`src/rtl/core_pipe_pkg.sv`:
```
// ==== core_pipe_pkg : shared decode-stage types and opcode constants ====
// ==== rev 1.0 ===========================================================
`default_nettype none

package core_pipe_pkg;

  localparam logic [4:0] OPC_LOAD      = 5'b00000;
  localparam logic [4:0] OPC_MISC_MEM  = 5'b00011;
  localparam logic [4:0] OPC_OP_IMM    = 5'b00100;
  localparam logic [4:0] OPC_AUIPC     = 5'b00101;
  localparam logic [4:0] OPC_OP_IMM_32 = 5'b00110;
  localparam logic [4:0] OPC_STORE     = 5'b01000;
  localparam logic [4:0] OPC_OP        = 5'b01100;
  localparam logic [4:0] OPC_LUI       = 5'b01101;
  localparam logic [4:0] OPC_OP_32     = 5'b01110;
  localparam logic [4:0] OPC_BRANCH    = 5'b11000;
  localparam logic [4:0] OPC_JALR      = 5'b11001;
  localparam logic [4:0] OPC_JAL       = 5'b11011;
  localparam logic [4:0] OPC_SYSTEM    = 5'b11100;

  typedef enum logic [2:0] {
    IMM_I,
    IMM_S,
    IMM_B,
    IMM_U,
    IMM_J,
    IMM_NONE
  } imm_fmt_t;

  typedef enum logic [0:0] {
    ST_RUN,
    ST_HALT
  } dec_state_t;

  function automatic logic opc_legal(input logic [4:0] opc);
    logic ok;
    ok = 1'b0;
    case (opc)
      OPC_LOAD, OPC_MISC_MEM, OPC_OP_IMM, OPC_AUIPC, OPC_OP_IMM_32,
      OPC_STORE, OPC_OP, OPC_LUI, OPC_OP_32, OPC_BRANCH, OPC_JALR,
      OPC_JAL, OPC_SYSTEM: ok = 1'b1;
      default:             ok = 1'b0;
    endcase
    return ok;
  endfunction

endpackage

`default_nettype wire

```
`src/rtl/core_pipe_decode_imm.sv`:
```
// ==== core_pipe_decode_imm : 32-bit immediate format select and sign-extend ====
// ==== rev 1.0 ==================================================================
`default_nettype none

module core_pipe_decode_imm
  import core_pipe_pkg::*;
#(
  parameter int XL = 63
) (
  input  logic [31:0] instr,
  output imm_fmt_t    fmt,
  output logic [XL:0] imm
);

  logic [31:0] imm32;
  logic        unused_quadrant;

  assign unused_quadrant = &{1'b0, instr[1:0]};

  always_comb begin
    fmt = IMM_NONE;
    case (instr[6:2])
      OPC_LOAD, OPC_MISC_MEM, OPC_OP_IMM, OPC_OP_IMM_32,
      OPC_JALR, OPC_SYSTEM:   fmt = IMM_I;
      OPC_STORE:              fmt = IMM_S;
      OPC_BRANCH:             fmt = IMM_B;
      OPC_LUI, OPC_AUIPC:     fmt = IMM_U;
      OPC_JAL:                fmt = IMM_J;
      default:                fmt = IMM_NONE;
    endcase
  end

  always_comb begin
    imm32 = '0;
    case (fmt)
      IMM_I: imm32 = {{20{instr[31]}}, instr[31:20]};
      IMM_S: imm32 = {{20{instr[31]}}, instr[31:25], instr[11:7]};
      IMM_B: imm32 = {{19{instr[31]}}, instr[31], instr[7], instr[30:25],
                      instr[11:8], 1'b0};
      IMM_U: imm32 = {instr[31:12], 12'b0};
      IMM_J: imm32 = {{11{instr[31]}}, instr[31], instr[19:12], instr[20],
                      instr[30:21], 1'b0};
      default: imm32 = '0;
    endcase
  end

  assign imm = {{(XL-31){imm32[31]}}, imm32};

endmodule

`default_nettype wire

```
`src/rtl/core_pipe_decode.sv`:
```
// ==== core_pipe_decode : decode stage with PC tracking and 1-entry s2 register ====
// ==== rev 1.0 =====================================================================
`default_nettype none

module core_pipe_decode
  import core_pipe_pkg::*;
#(
  parameter int          XL               = 63,
  parameter logic [XL:0] PC_RESET_ADDRESS = 'h10000000
) (
  input  logic        g_clk,
  input  logic        g_resetn,
  input  logic        cf_valid,
  input  logic        cf_ack,
  input  logic [XL:0] cf_target,
  input  logic        s1_i16bit,
  input  logic        s1_i32bit,
  input  logic [31:0] s1_instr,
  input  logic [1:0]  s1_ferr,
  output logic        s1_eat_2,
  output logic        s1_eat_4,
  output logic        s2_valid,
  input  logic        s2_ready,
  output logic [XL:0] s2_pc,
  output logic [XL:0] s2_npc,
  output logic [31:0] s2_instr,
  output logic        s2_i16bit,
  output logic [4:0]  s2_rs1,
  output logic [4:0]  s2_rs2,
  output logic [4:0]  s2_rd,
  output logic [XL:0] s2_imm,
  output logic        s2_ferr,
  output logic        s2_illegal
);

  localparam logic [XL:0] PC_INC2 = {{(XL-1){1'b0}}, 2'd2};
  localparam logic [XL:0] PC_INC4 = {{(XL-2){1'b0}}, 3'd4};

  // Reset asserts asynchronously, releases two edges later in the g_clk domain.
  logic [1:0] rst_sync_q;
  logic       rst_n;

  always_ff @(posedge g_clk or negedge g_resetn) begin
    if (!g_resetn) rst_sync_q <= 2'b00;
    else           rst_sync_q <= {rst_sync_q[0], 1'b1};
  end

  assign rst_n = rst_sync_q[1];

  dec_state_t  state_q, state_d;
  logic [XL:0] pc_q, pc_d;
  logic        s2_valid_q, s2_valid_d;
  logic [XL:0] s2_pc_q, s2_pc_d, s2_npc_q, s2_npc_d, s2_imm_q, s2_imm_d;
  logic [31:0] s2_instr_q, s2_instr_d;
  logic        s2_i16bit_q, s2_i16bit_d, s2_ferr_q, s2_ferr_d;
  logic        s2_illegal_q, s2_illegal_d;
  logic [4:0]  s2_rs1_q, s2_rs1_d, s2_rs2_q, s2_rs2_d, s2_rd_q, s2_rd_d;

  logic        e_cf, accept, eat_2, eat_4;
  logic [31:0] dec_instr;
  logic [4:0]  dec_rs1, dec_rs2;
  logic [XL:0] dec_imm, imm32_ext;
  logic        dec_ferr, dec_illegal;
  imm_fmt_t    unused_imm_fmt;

  core_pipe_decode_imm #(
    .XL (XL)
  ) u_imm (
    .instr (s1_instr),
    .fmt   (unused_imm_fmt),
    .imm   (imm32_ext)
  );

  // 16-bit wins if fetch ever raises both, keeping the eats one-hot.
  always_comb begin
    e_cf   = cf_valid && cf_ack;
    accept = rst_n && (!s2_valid_q || s2_ready) && (state_q == ST_RUN) && !e_cf;
    eat_2  = s1_i16bit && accept;
    eat_4  = s1_i32bit && !s1_i16bit && accept;
  end

  assign s1_eat_2 = eat_2;
  assign s1_eat_4 = eat_4;

  always_comb begin
    if (s1_i16bit) begin
      dec_instr   = {16'h0000, s1_instr[15:0]};
      dec_rs1     = s1_instr[11:7];
      dec_rs2     = s1_instr[6:2];
      dec_imm     = '0;
      dec_ferr    = s1_ferr[0];
      dec_illegal = (s1_instr[15:0] == 16'h0000);
    end else begin
      dec_instr   = s1_instr;
      dec_rs1     = s1_instr[19:15];
      dec_rs2     = s1_instr[24:20];
      dec_imm     = imm32_ext;
      dec_ferr    = |s1_ferr;
      dec_illegal = !opc_legal(s1_instr[6:2]);
    end
  end

  always_comb begin
    state_d      = state_q;
    pc_d         = pc_q;
    s2_valid_d   = s2_valid_q;
    s2_pc_d      = s2_pc_q;
    s2_npc_d     = s2_npc_q;
    s2_instr_d   = s2_instr_q;
    s2_i16bit_d  = s2_i16bit_q;
    s2_rs1_d     = s2_rs1_q;
    s2_rs2_d     = s2_rs2_q;
    s2_rd_d      = s2_rd_q;
    s2_imm_d     = s2_imm_q;
    s2_ferr_d    = s2_ferr_q;
    s2_illegal_d = s2_illegal_q;

    if (e_cf) begin
      pc_d       = cf_target;
      s2_valid_d = 1'b0;
      state_d    = ST_RUN;
    end else if (eat_2 || eat_4) begin
      pc_d         = pc_q + (eat_2 ? PC_INC2 : PC_INC4);
      s2_valid_d   = 1'b1;
      s2_pc_d      = pc_q;
      s2_npc_d     = pc_q + (eat_2 ? PC_INC2 : PC_INC4);
      s2_instr_d   = dec_instr;
      s2_i16bit_d  = eat_2;
      s2_rs1_d     = dec_rs1;
      s2_rs2_d     = dec_rs2;
      s2_rd_d      = s1_instr[11:7];
      s2_imm_d     = dec_imm;
      s2_ferr_d    = dec_ferr;
      s2_illegal_d = dec_illegal;
      if (dec_ferr || dec_illegal) state_d = ST_HALT;
    end else if (s2_ready) begin
      s2_valid_d = 1'b0;
    end
  end

  always_ff @(posedge g_clk or negedge rst_n) begin
    if (!rst_n) begin
      state_q      <= ST_RUN;
      pc_q         <= PC_RESET_ADDRESS;
      s2_valid_q   <= 1'b0;
      s2_pc_q      <= '0;
      s2_npc_q     <= '0;
      s2_instr_q   <= '0;
      s2_i16bit_q  <= 1'b0;
      s2_rs1_q     <= '0;
      s2_rs2_q     <= '0;
      s2_rd_q      <= '0;
      s2_imm_q     <= '0;
      s2_ferr_q    <= 1'b0;
      s2_illegal_q <= 1'b0;
    end else begin
      state_q      <= state_d;
      pc_q         <= pc_d;
      s2_valid_q   <= s2_valid_d;
      s2_pc_q      <= s2_pc_d;
      s2_npc_q     <= s2_npc_d;
      s2_instr_q   <= s2_instr_d;
      s2_i16bit_q  <= s2_i16bit_d;
      s2_rs1_q     <= s2_rs1_d;
      s2_rs2_q     <= s2_rs2_d;
      s2_rd_q      <= s2_rd_d;
      s2_imm_q     <= s2_imm_d;
      s2_ferr_q    <= s2_ferr_d;
      s2_illegal_q <= s2_illegal_d;
    end
  end

  assign s2_valid   = s2_valid_q;
  assign s2_pc      = s2_pc_q;
  assign s2_npc     = s2_npc_q;
  assign s2_instr   = s2_instr_q;
  assign s2_i16bit  = s2_i16bit_q;
  assign s2_rs1     = s2_rs1_q;
  assign s2_rs2     = s2_rs2_q;
  assign s2_rd      = s2_rd_q;
  assign s2_imm     = s2_imm_q;
  assign s2_ferr    = s2_ferr_q;
  assign s2_illegal = s2_illegal_q;

endmodule

`default_nettype wire

```
`config.mk`:
```
export PLATFORM = sky130hd
export DESIGN_NAME = core_pipe_decode
export DESIGN_NICKNAME = d
export VERILOG_FILES = /design/src/rtl/core_pipe_pkg.sv /design/src/rtl/core_pipe_decode_imm.sv /design/src/rtl/core_pipe_decode.sv
export SDC_FILE = /design/constraint.sdc
export NUM_CORES = 1
export LEC_CHECK = 0
export BUFFER_PORTS_ARGS = -buffer_cell sky130_fd_sc_hd__clkbuf_2
export CORE_MARGIN = 10
export CORE_UTILIZATION = 50
export CTS_BUF_LIST = sky130_fd_sc_hd__clkbuf_4
export CTS_CLUSTER_SIZE = 14
export DETAILED_ROUTE_END_ITERATION = 8
export PLACE_DENSITY = 0.76
export SLEW_MARGIN = 20
export SYNTH_ARGS = -nofsm -noshare
export SYNTH_HDL_FRONTEND = slang
export SYNTH_HIERARCHICAL = 1
export SYNTH_SLANG_ARGS = --single-unit
```
`constraint.sdc`:
```
create_clock -name g_clk -period 17.1 [get_ports g_clk]
set_clock_uncertainty 0.2 [all_clocks]
set_input_delay 0.855 -clock g_clk [delete_from_list [all_inputs] [get_ports g_clk]]
set_output_delay 0.855 -clock g_clk [all_outputs]
set_load 0.1 [all_outputs]
```
# --- Word level (Yosys, flattened, before mapping) ---
# Memory sizes are Yosys's and may differ from the RTL's.
# Index checks and enable logic that the tools add are counted.
word_totals:
  output_inout_bits: 245
  inputBits: 105
  ff_bits: 310
  rom_bits: 128
  word_cells: 62
  memories: 2
classes:
  n_mux: 17
  eq_ne: 4
  n_addsub: 1
  bitwise: 2
  n_reduce_logical: 22
memory_table:
  columns: ["memory", "depth", "word_bits", "rd", "rd_clocked_by_memory_dff", "wr", "line_no", "rtl"]
  rows:
  - ["(name not given)", 32, 3, 1, 0, 0, "core_pipe_decode_imm.sv:22", "case (instr[6:2])"]
  - ["(name not given)", 32, 1, 1, 0, 0, "core_pipe_pkg.sv:38", "case (opc)"]
op_table:
  columns: ["operator", "count"]
  rows:
  - ["$mux W64", 3]
  - ["$pmux W32 S5", 1]
  - ["$add A64 B3 Y64", 1]
  - ["$mux W32", 1]
  - ["$logic_not A16 Y1", 1]
  - ["$mux W5", 2]
  - ["$mux W1", 9]
  - ["$logic_and A1 B1 Y1", 7]
  - ["$eq A3 B2 Y1 const B", 2]
  - ["$logic_not A1 Y1", 4]
  - ["$reduce_and A2 Y1", 2]
  - ["$reduce_bool A2 Y1", 2]
  - ["$eq A3 B1 Y1 const B", 1]
  - ["$eq A3 B3 Y1 const B", 1]
  - ["$logic_not A3 Y1", 1]
  - ["$logic_or A1 B1 Y1", 3]
  - ["$mux W3", 1]
  - ["$reduce_bool A3 Y1", 1]
  - ["$not A1 Y1", 2]
  - ["$reduce_or A2 Y1", 1]

# --- Longest topological paths before layout ---
# Gate-level depths: netlist of run 1.
depth:
  word_depth: 10
  mapped_depth: 15
  mapped_depth_nobuf: 12

# --- By module ---
# The synthesis of run 1 kept the hierarchy.
by_module_without_submodules:
  columns: ["module", "n_inst", "cells_per_inst", "area_per_inst_um2", "seq_area_each_um2"]
  rows:
  - ["core_pipe_decode", 1, 1270, 13026.2, 7608.5]
  - ["core_pipe_decode_imm", 1, 116, 884.6, 0.0]

# --- Worst setup path after synthesis of run 1 ---
# Ideal clock, no wire load.
synth_timing:
  path_kind: "reg2reg"
  from: "reg rst_sync_q[1]"
  to: "reg pc_q[63]"
  required_ns: 16.833
  path_buffers: 2
  path_slack_ns: 5.378
  setup_ns: 0.067
  path_stages_with_launch: 14
  period_less_slack_ns: 11.722
  arrival_ns: 11.455
  cell_sequence: "dfrtp_1 > and4_1 > clkbuf_1 > nand2_1 > clkbuf_1 > inv_1 > ha_1 > fa_1 > nand4_1 > nor4_1 > nand4_1 > or4_1 > a21oi_1 > a221o_1"
synth_between:
  elab_chain_cells: 8
  elab_cells_between_ends: 11
  classes_between: "add/sub: 1; mux: 3; reduce/logical: 7"
synth_rtl:
  columns: ["element", "line_no", "rtl"]
  rows:
  - ["start, declared", "core_pipe_decode.sv:40", "logic [1:0] rst_sync_q;"]
  - ["start signal, assigned", "core_pipe_decode.sv:45", "else rst_sync_q <= {rst_sync_q[0], 1'b1};"]
  - ["$logic_and A1 B1 Y1 * (3 in series)", "core_pipe_decode.sv:77", "accept = rst_n && (!s2_valid_q || s2_ready) && (state_q == ST_RUN) && !e_cf;"]
  - ["$logic_and A1 B1 Y1 *", "core_pipe_decode.sv:78", "eat_2 = s1_i16bit && accept;"]
  - ["named net s1_eat_2", "core_pipe_decode.sv:20", "output logic s1_eat_2,"]
  - ["$mux W3", "core_pipe_decode.sv:123", "pc_d = pc_q + (eat_2 ? PC_INC2 : PC_INC4);"]
  - ["$add A64 B3 Y64", "core_pipe_decode.sv:123", null]
  - ["$mux W64", "core_pipe_decode.sv:122", "end else if (eat_2 || eat_4) begin"]
  - ["$mux W64", "core_pipe_decode.sv:118", "if (e_cf) begin"]
  - ["end signal, assigned", "core_pipe_decode.sv:158", "pc_q <= pc_d;"]
  - ["end, declared", "core_pipe_decode.sv:51", "logic [XL:0] pc_q, pc_d;"]
# Mark *: on every way through the listed nets, which the timed path passes. The rest lies on a longest branch. The select of a mux whose other input is x is not followed.
# A chain may end at the register's enable or synchronous reset.

# --- Worst setup path in the final report of run 1 ---
layout_timing:
  from: "reg rst_sync_q[1]"
  to: "out s1_eat_4"
layout_between:
  elab_chain_cells: 4
layout_rtl:
  columns: ["element", "line_no", "rtl"]
  rows:
  - ["$logic_and A1 B1 Y1 (3 in series)", "core_pipe_decode.sv:77", null]
  - ["$logic_and A1 B1 Y1", "core_pipe_decode.sv:79", "eat_4 = s1_i32bit && !s1_i16bit && accept;"]
  - ["end, declared", "core_pipe_decode.sv:21", "output logic s1_eat_4,"]
# Every way passes these cells.

==> impl_metrics.py, run 1 <==
metrics = {
    "logic_synthesis": {
        "synthCells": 1386,
        "ys_ff_latch": 304,
        "syn_avg_cell_area_sq_um": 10.04,
        "synth_edf_count": 0,
        "synthDistinctLibCells": 67,
        "ys_seq_area_share_pct": 54.70,
        "netlist_area_sq_um": 13910,
        "synth-async-reset-ratio_pct": 100.0,
        "ys.flop_type": "dfrtp_1",
        "yosysWarnings": 6,
        "synth_fp_nets": 1499,
    },
    "power": {
        "irDropWorstVdd_mv": 0.1722,
        "power.density_nw_per_um2": 205.4,
        "p_sw_mw": 1.913,
        "power_frac_seq_pct": 31.0,
        "sw_frac_of_total_pct": 55.78,
        "power.internal_mw": 1.517,
        "clockPowerShare_pct": 19.6,
        "combPwrFrac_pct": 49.4,
        "power_leakage_nw": 8.680,
    },
    "global_routing": {
        "grt.met1_usage_pct": 31.66,
        "grt_pass1_vias": 12061,
        "use_met3_pct": 7.569,
        "antenna_found_initial": 9,
        "grt_pass1_wl_microns": 68030,
        "globalRouteTotalUtil_pct": 23.95,
        "grt_max_degree": 250,
        "overflow": 0,
        "grt_use_met2_pct": 35.85,
        "top_usage_layer": "met2",
    },
    "critical_path": {
        "crit_slowest_cell": "dfrtp_4",
        "cp.arrival_ns": 4.10,
        "start_kind": "register",
        "worstPathMaxFanout": 81,
        "worstSetupEndpointType": "output pin",
        "max_stage_delay_ns": 0.93,
        "cp_cell_sequence": "and4_1, nand2_1, nor2_4, buf_4, clkbuf_2",
        "critPathRequiredTime_ns": 16.05,
        "regToRegStartpoint": "rst_sync_q[1]$_DFF_PN0_",
        "startpoint": "rst_sync_q[1]$_DFF_PN0_",
        "critPathKind": "register to output pin",
    },
    "routing": {
        "vias_per_cell": 5.676,
        "ant_nets": 0,
        "first_iter_violations": 1117,
        "drc": 0,
        "drt_wl_total_microns": 43100,
        "drt_pass1_iterations": 5,
        "via_count": 12107,
        "post_drt_wl_per_cell_microns": 20.21,
    },
    "sta": {
        "rsz0062_at_grt": "false",
        "worst_pin_slew_ns": 1.110,
        "max_slew_margin_pct": 26.02,
        "fin_crit_sh_pct": 30.12,
        "finalHoldViolCount": 0,
        "final-setup-viol-count": 0,
        "period_minus_slack_ns": 5.151,
        "fmax_mhz": 194.2,
        "slew_violations": 0,
        "fin_setup_tns_ns": 0,
    },
    "place": {
        "dp_cells": 1986,
        "place.gp.congestion": 0.8458,
        "post_dp_cell_area_sq_um": 15580,
        "portBuffers": 349,
        "hpwl_microns": 29230,
    },
    "floorplanning": {
        "rows": 61,
        "die_h_microns": 186.8,
        "dieArea_sq_um": 34890,
        "die_w_microns": 186.8,
        "initial_core_util_pct": 50.35,
        "core-area_sq_um": 27630,
        "pin_count": 350,
    },
    "finish": {
        "area_growth_pct": 20.01,
        "postLayoutCellArea_sq_um": 16690,
        "layout_commonest_cell": "clkbuf_2",
        "fin_nets": 1805,
        "layout-drive-gt1-share_pct": 29.63,
        "mostFrequentLayoutCells": "clkbuf_2 (349), nand2_1 (319), dfrtp_1 (302), clkbuf_4 (123), o21ai_0 (89)",
        "stdcell_count": 2133,
    },
    "min_path": {
        "hold_path.class": "register to register",
        "hold_path.startpoint": "rst_sync_q[0]$_DFF_PN0_",
    },
    "cts": {
        "clockBufferDepth": 3,
        "cts_inserted_buffers": 80,
        "insertion_delay_ns": 0.68,
        "cts_sinks": 304,
        "postCtsSetupBuffers": 0,
        "path_clk_slew_ns": 0.06,
        "cts_tree": "yes",
        "cts-root-buf": "clkbuf_4",
        "htree_levels": 3,
    },
    "outcome": {
        "status": "completed",
    },
    "run": {
        "cap_violations": 0,
    },
}
[routing by layer]
metal | wire, microns | part of all wire [%]
met4 | 1081 | 2.5
met1 | 18090 | 42
met2 | 20040 | 47
met5 | 23 | 0.053
met3 | 3859 | 9.0
[state kept, by name, summed over array words and instances, names as in the netlist]
| name | flops |
|---|---|
| s2_rs2 | 5 |
| rst_sync_q | 2 |
| pc_q | 64 |
| s2_valid | 1 |
| s2_pc | 64 |
| s2_ferr | 1 |
| s2_i16bit | 1 |
| s2_instr | 32 |
| state_q | 1 |
| s2_illegal | 1 |
| s2_imm | 64 |
| s2_npc | 63 |
| s2_rs1 | 5 |
[through the flow]
step                total power [mW]  utilization (%)  hold WS (ns)  setup slack (ns)
floorplan                      2.465                -        0.1312             5.378
global placement               2.753            56.41        0.1344             11.89
detailed placement             2.772            56.41        0.1443             11.68
CTS                            3.450            60.29        0.1342             11.90
global route                   3.579            60.41        0.1466             11.57
finish                         3.430            60.42        0.1480             11.95
[cell type report]
class / count / area (sq um)
fill: 2371 / 10930
sequential: 304 / 7612
multi-input combinational: 925 / 5574
timing repair buffer: 362 / 1884
clock buffer: 123 / 923.4
tap: 378 / 473.0
clock inverter: 15 / 138.9
inverter: 19 / 71.32
antenna: 7 / 17.52
[synthesized netlist by cell type (all sizes together), types with 15 or more instances]
library cell  count  area [sq um]
nand2           319          1197
dfrtp           303          7582
o21ai            91         459.2
clkbuf           89         346.6
a22o             85         744.5
buf              49         355.3
nor2             40         152.6
xnor2            40         350.3
a21o             35         264.0
a221o            33         331.6
a21oi            31         170.2
nand3            26         130.1
and3             24         151.4
inv              19         71.31
nor3             18         116.4
o22ai            18         112.6
nand4            17         112.6
nor4             16         130.1
a22oi            15         112.6
xor2             15         131.4
[kinds of logic (layout without fill, tap and decap cells)]
group           count (synthesis)  after routing  share of synthesized area, %
simple gates                  515            515                         17.31
compound gates                340            340                         17.74
flops                         304            304                         54.70
buf+inv                       157            519                         5.558
xor+xnor                       55             55                         3.463
fa+ha+maj                       8              8                        0.7735
mux                             6              6                        0.4407
other cells                     1              8                       0.02696
[power groups by stage]
| stage | registers, mW | logic [mW] | clock network (mW) |
|---|---|---|---|
| floorplan | 2.15 | 0.318 | 0 |
| global placement | 1.06 | 1.69 | 0 |
| detailed placement | 1.07 | 1.70 | 0 |
| CTS | 1.06 | 1.70 | 0.687 |
| global route | 1.09 | 1.76 | 0.730 |
| finish | 1.06 | 1.70 | 0.671 |
[critical path, delay by kind of cell, from the launching register on]
kind                   cells  cell delay, ns
buffers and inverters      2            1.26
DFF                        1            0.93
and+or+nand+nor            3            1.17
[final timing paths]
kind / to / cells past startpoint / slack, ns
worst max-delay path: s1_eat_4 / 5 / 11.95
worst min-delay path: rst_sync_q[1]$_DFF_PN0_ / 0 / 0.15
worst max register to register: pc_q[63]$_DFFE_PN0P_ / 12 / 12.02
worst min register to register: rst_sync_q[1]$_DFF_PN0_ / 0 / 0.15
max in group asynchronous: s2_npc[52]$_DFFE_PN0P_ / 1 / 15.00
min in group asynchronous: s2_npc[28]$_DFFE_PN0P_ / 0 / 0.19
[timing repair]
action / in CTS / in global routing
hold buffers: 1 / 0
setup endpoints to repair: 0 / 0
hold endpoints to repair: 2 / 0
resized for setup: 0 / 0
Power figures use the tool's default switching activity.
==> run 2, diff against run 1 <==
- PLACE_DENSITY: 0.76 -> 0.79
- clock period: 17.1 -> 4.7 ns (I/O delays scaled with it)
==> impl_metrics.py, run 2 (synthesis results as in run 1) <==
metrics = {
    "outcome": {
        "status": "completed",
    },
    "finish": {
        "fillers": 2190,
        "mostFrequentLayoutCells": "clkbuf_2 (348), nand2_1 (317), dfrtp_1 (302), clkbuf_4 (122), dlygate4sd3_1 (106)",
        "postLayoutCellArea_sq_um": 17890,
        "area_growth_pct": 28.62,
        "layout-drive-gt1-share_pct": 29.37,
        "layout_commonest_cell": "clkbuf_2",
        "multiInputGateArea_sq_um": 5697,
        "regArea_sq_um": 7612,
        "fin_nets": 1916,
    },
    "sta": {
        "max_slew_margin_pct": 33.74,
        "worst_pin_slew_ns": 0.9938,
        "fmax_mhz": 234.6,
        "fin_setup_tns_ns": 0,
        "holdWs_ns": 0.08908,
        "period_minus_slack_ns": 4.262,
        "rsz0062_at_grt": "false",
        "fin_crit_sh_pct": 90.69,
        "finalWorstSetupSlack_ns": 0.4375,
        "finalHoldViolCount": 0,
        "slew_violations": 0,
        "final-setup-viol-count": 0,
    },
    "floorplanning": {
        "initial_core_util_pct": 50.35,
        "rows": 61,
        "core-area_sq_um": 27630,
        "dieArea_sq_um": 34890,
        "pin_count": 350,
        "die_h_microns": 186.8,
        "die_w_microns": 186.8,
    },
    "min_path": {
        "hold_path.class": "input pin to register",
    },
    "place": {
        "portBuffers": 349,
        "pre_cts_ws_ns": 0.5158,
        "place.gp.congestion": 0.8685,
        "hpwl_microns": 30000,
        "post_dp_cell_area_sq_um": 15740,
    },
    "critical_path": {
        "cp.arrival_ns": 4.65,
        "start_kind": "register",
        "cp_cell_sequence": "nand2b_1, and4_1, buf_4, nand2_4, clkinvlp_4, ha_4, fa_2, nand4_1, nor4_2, nand4_1, or4_1, a21oi_2, a211o_1",
        "critPathKind": "register to register",
        "crit_slowest_cell": "nor4_2",
        "critPathRequiredTime_ns": 5.08,
        "worstPathMaxFanout": 13,
        "worstSetupEndpointType": "register",
        "cpMostUsedCell": "nand4_1",
        "max_stage_delay_ns": 0.67,
    },
    "global_routing": {
        "globalRouteTotalUtil_pct": 25.45,
        "use_met3_pct": 5.910,
        "grt_max_degree": 191,
        "grt_pass1_vias": 12998,
        "antenna_found_initial": 10,
        "grt.met1_usage_pct": 32.95,
        "top_usage_layer": "met2",
        "grt_pass1_wl_microns": 72570,
        "grt_use_met2_pct": 39.24,
        "overflow": 0,
    },
    "routing": {
        "first_iter_violations": 1332,
        "drc": 0,
        "drt_wl_total_microns": 45400,
        "post_drt_wl_per_cell_microns": 20.20,
        "drt_pass1_iterations": 5,
        "ant_nets": 0,
        "via_count": 12683,
        "vias_per_cell": 5.644,
    },
    "power": {
        "clockPowerShare_pct": 18.8,
        "power_mw": 12.53,
        "power.internal_mw": 5.486,
        "power_leakage_nw": 9.122,
        "p_sw_mw": 7.046,
        "combPwrFrac_pct": 50.3,
        "power_frac_seq_pct": 30.9,
        "sw_frac_of_total_pct": 56.22,
        "irDropWorstVdd_mv": 0.6183,
        "power.density_nw_per_um2": 700.4,
    },
    "run": {
        "cap_violations": 0,
    },
    "cts": {
        "path_clk_slew_ns": 0.06,
        "cts_tree": "yes",
        "cts_inserted_buffers": 82,
        "insertion_delay_ns": 0.70,
        "cts_sinks": 304,
        "postCtsSetupBuffers": 0,
        "clockBufferDepth": 3,
        "htree_levels": 3,
        "cts-root-buf": "clkbuf_4",
    },
}
==> run 2: changes by cell type in the layout (fill, tap and decap cells not counted), moves of 3 or more <==
cell and delta:
nor4_2 +7, nor4_1 -7, buf_4 +3, a21oi_2 +3, dlygate4sd3_1 +105, a21oi_1 -3
nor3_2 +3, diode_2 +3, nor3_1 -3
==> run 2: final timing paths <==
path	startpoint	endpoint	slack [ns]	depth (start not counted)
max in group asynchronous	rst_sync_q[1]$_DFF_PN0_	s2_imm[62]$_DFFE_PN0P_	2.02	3
hold / removal	cf_ack	pc_q[37]$_DFFE_PN0P_	0.09	5
min in group asynchronous	rst_sync_q[1]$_DFF_PN0_	s2_pc[7]$_DFFE_PN0P_	0.32	1
hold reg to reg	rst_sync_q[0]$_DFF_PN0_	rst_sync_q[1]$_DFF_PN0_	0.15	0
setup / recovery	s2_valid$_DFFE_PN0P_	pc_q[55]$_DFFE_PN0P_	0.44	13
setup reg to reg	s2_valid$_DFFE_PN0P_	pc_q[55]$_DFFE_PN0P_	0.44	13
==> run 2: through the flow <==
| stage | cells | util [%] |
|---|---|---|
| floorplan | 1386 | - |
| global placement | 1990 | 56.98 |
| detailed placement | 1990 | 56.98 |
| CTS | 2236 | 64.54 |
| global route | 2247 | 64.76 |
| finish | 2247 | 64.76 |
==> run 2: what timing repair did <==
action | CTS | global route
resized for setup | 0 | 0
hold buffers | 106 | 0
endpoints found under the hold margin | 144 | 0
endpoints found under the setup margin | 0 | 0
==> run 2: power by group through the flow <==
stage	clock [mW]	combinational [mW]	sequential, mW
floorplan	0	1.17	7.81
global placement	0	6.17	3.86
detailed placement	0	6.22	3.89
CTS	2.41	6.31	3.85
global route	2.56	6.55	3.95
finish	2.36	6.31	3.87
==> run 2: critical path: cells and delay by family, from the launching register on <==
| kind | cells | cell delay [ns] |
|---|---|---|
| buf+inv | 2 | 0.33 |
| flops | 1 | 0.38 |
| simple gates | 7 | 2.54 |
| compound gates | 2 | 0.33 |
| fa+ha+maj | 2 | 0.40 |
==> run 2: layer usage <==
metal	share of wire (%)	routed length (microns)
met4	4.2	1918
met3	7.9	3583
met1	41	18670
met2	47	21230
met5	0	0
==> run 2: area by class of cell <==
type                       count  area share, %
antenna                       10         0.1399
clock buffer                 122          5.119
clock inverter                18         0.6224
inverter                      19         0.4196
multi-input combinational    925          31.84
sequential                   304          42.55
tap                          378          2.643
timing repair buffer         471          16.67
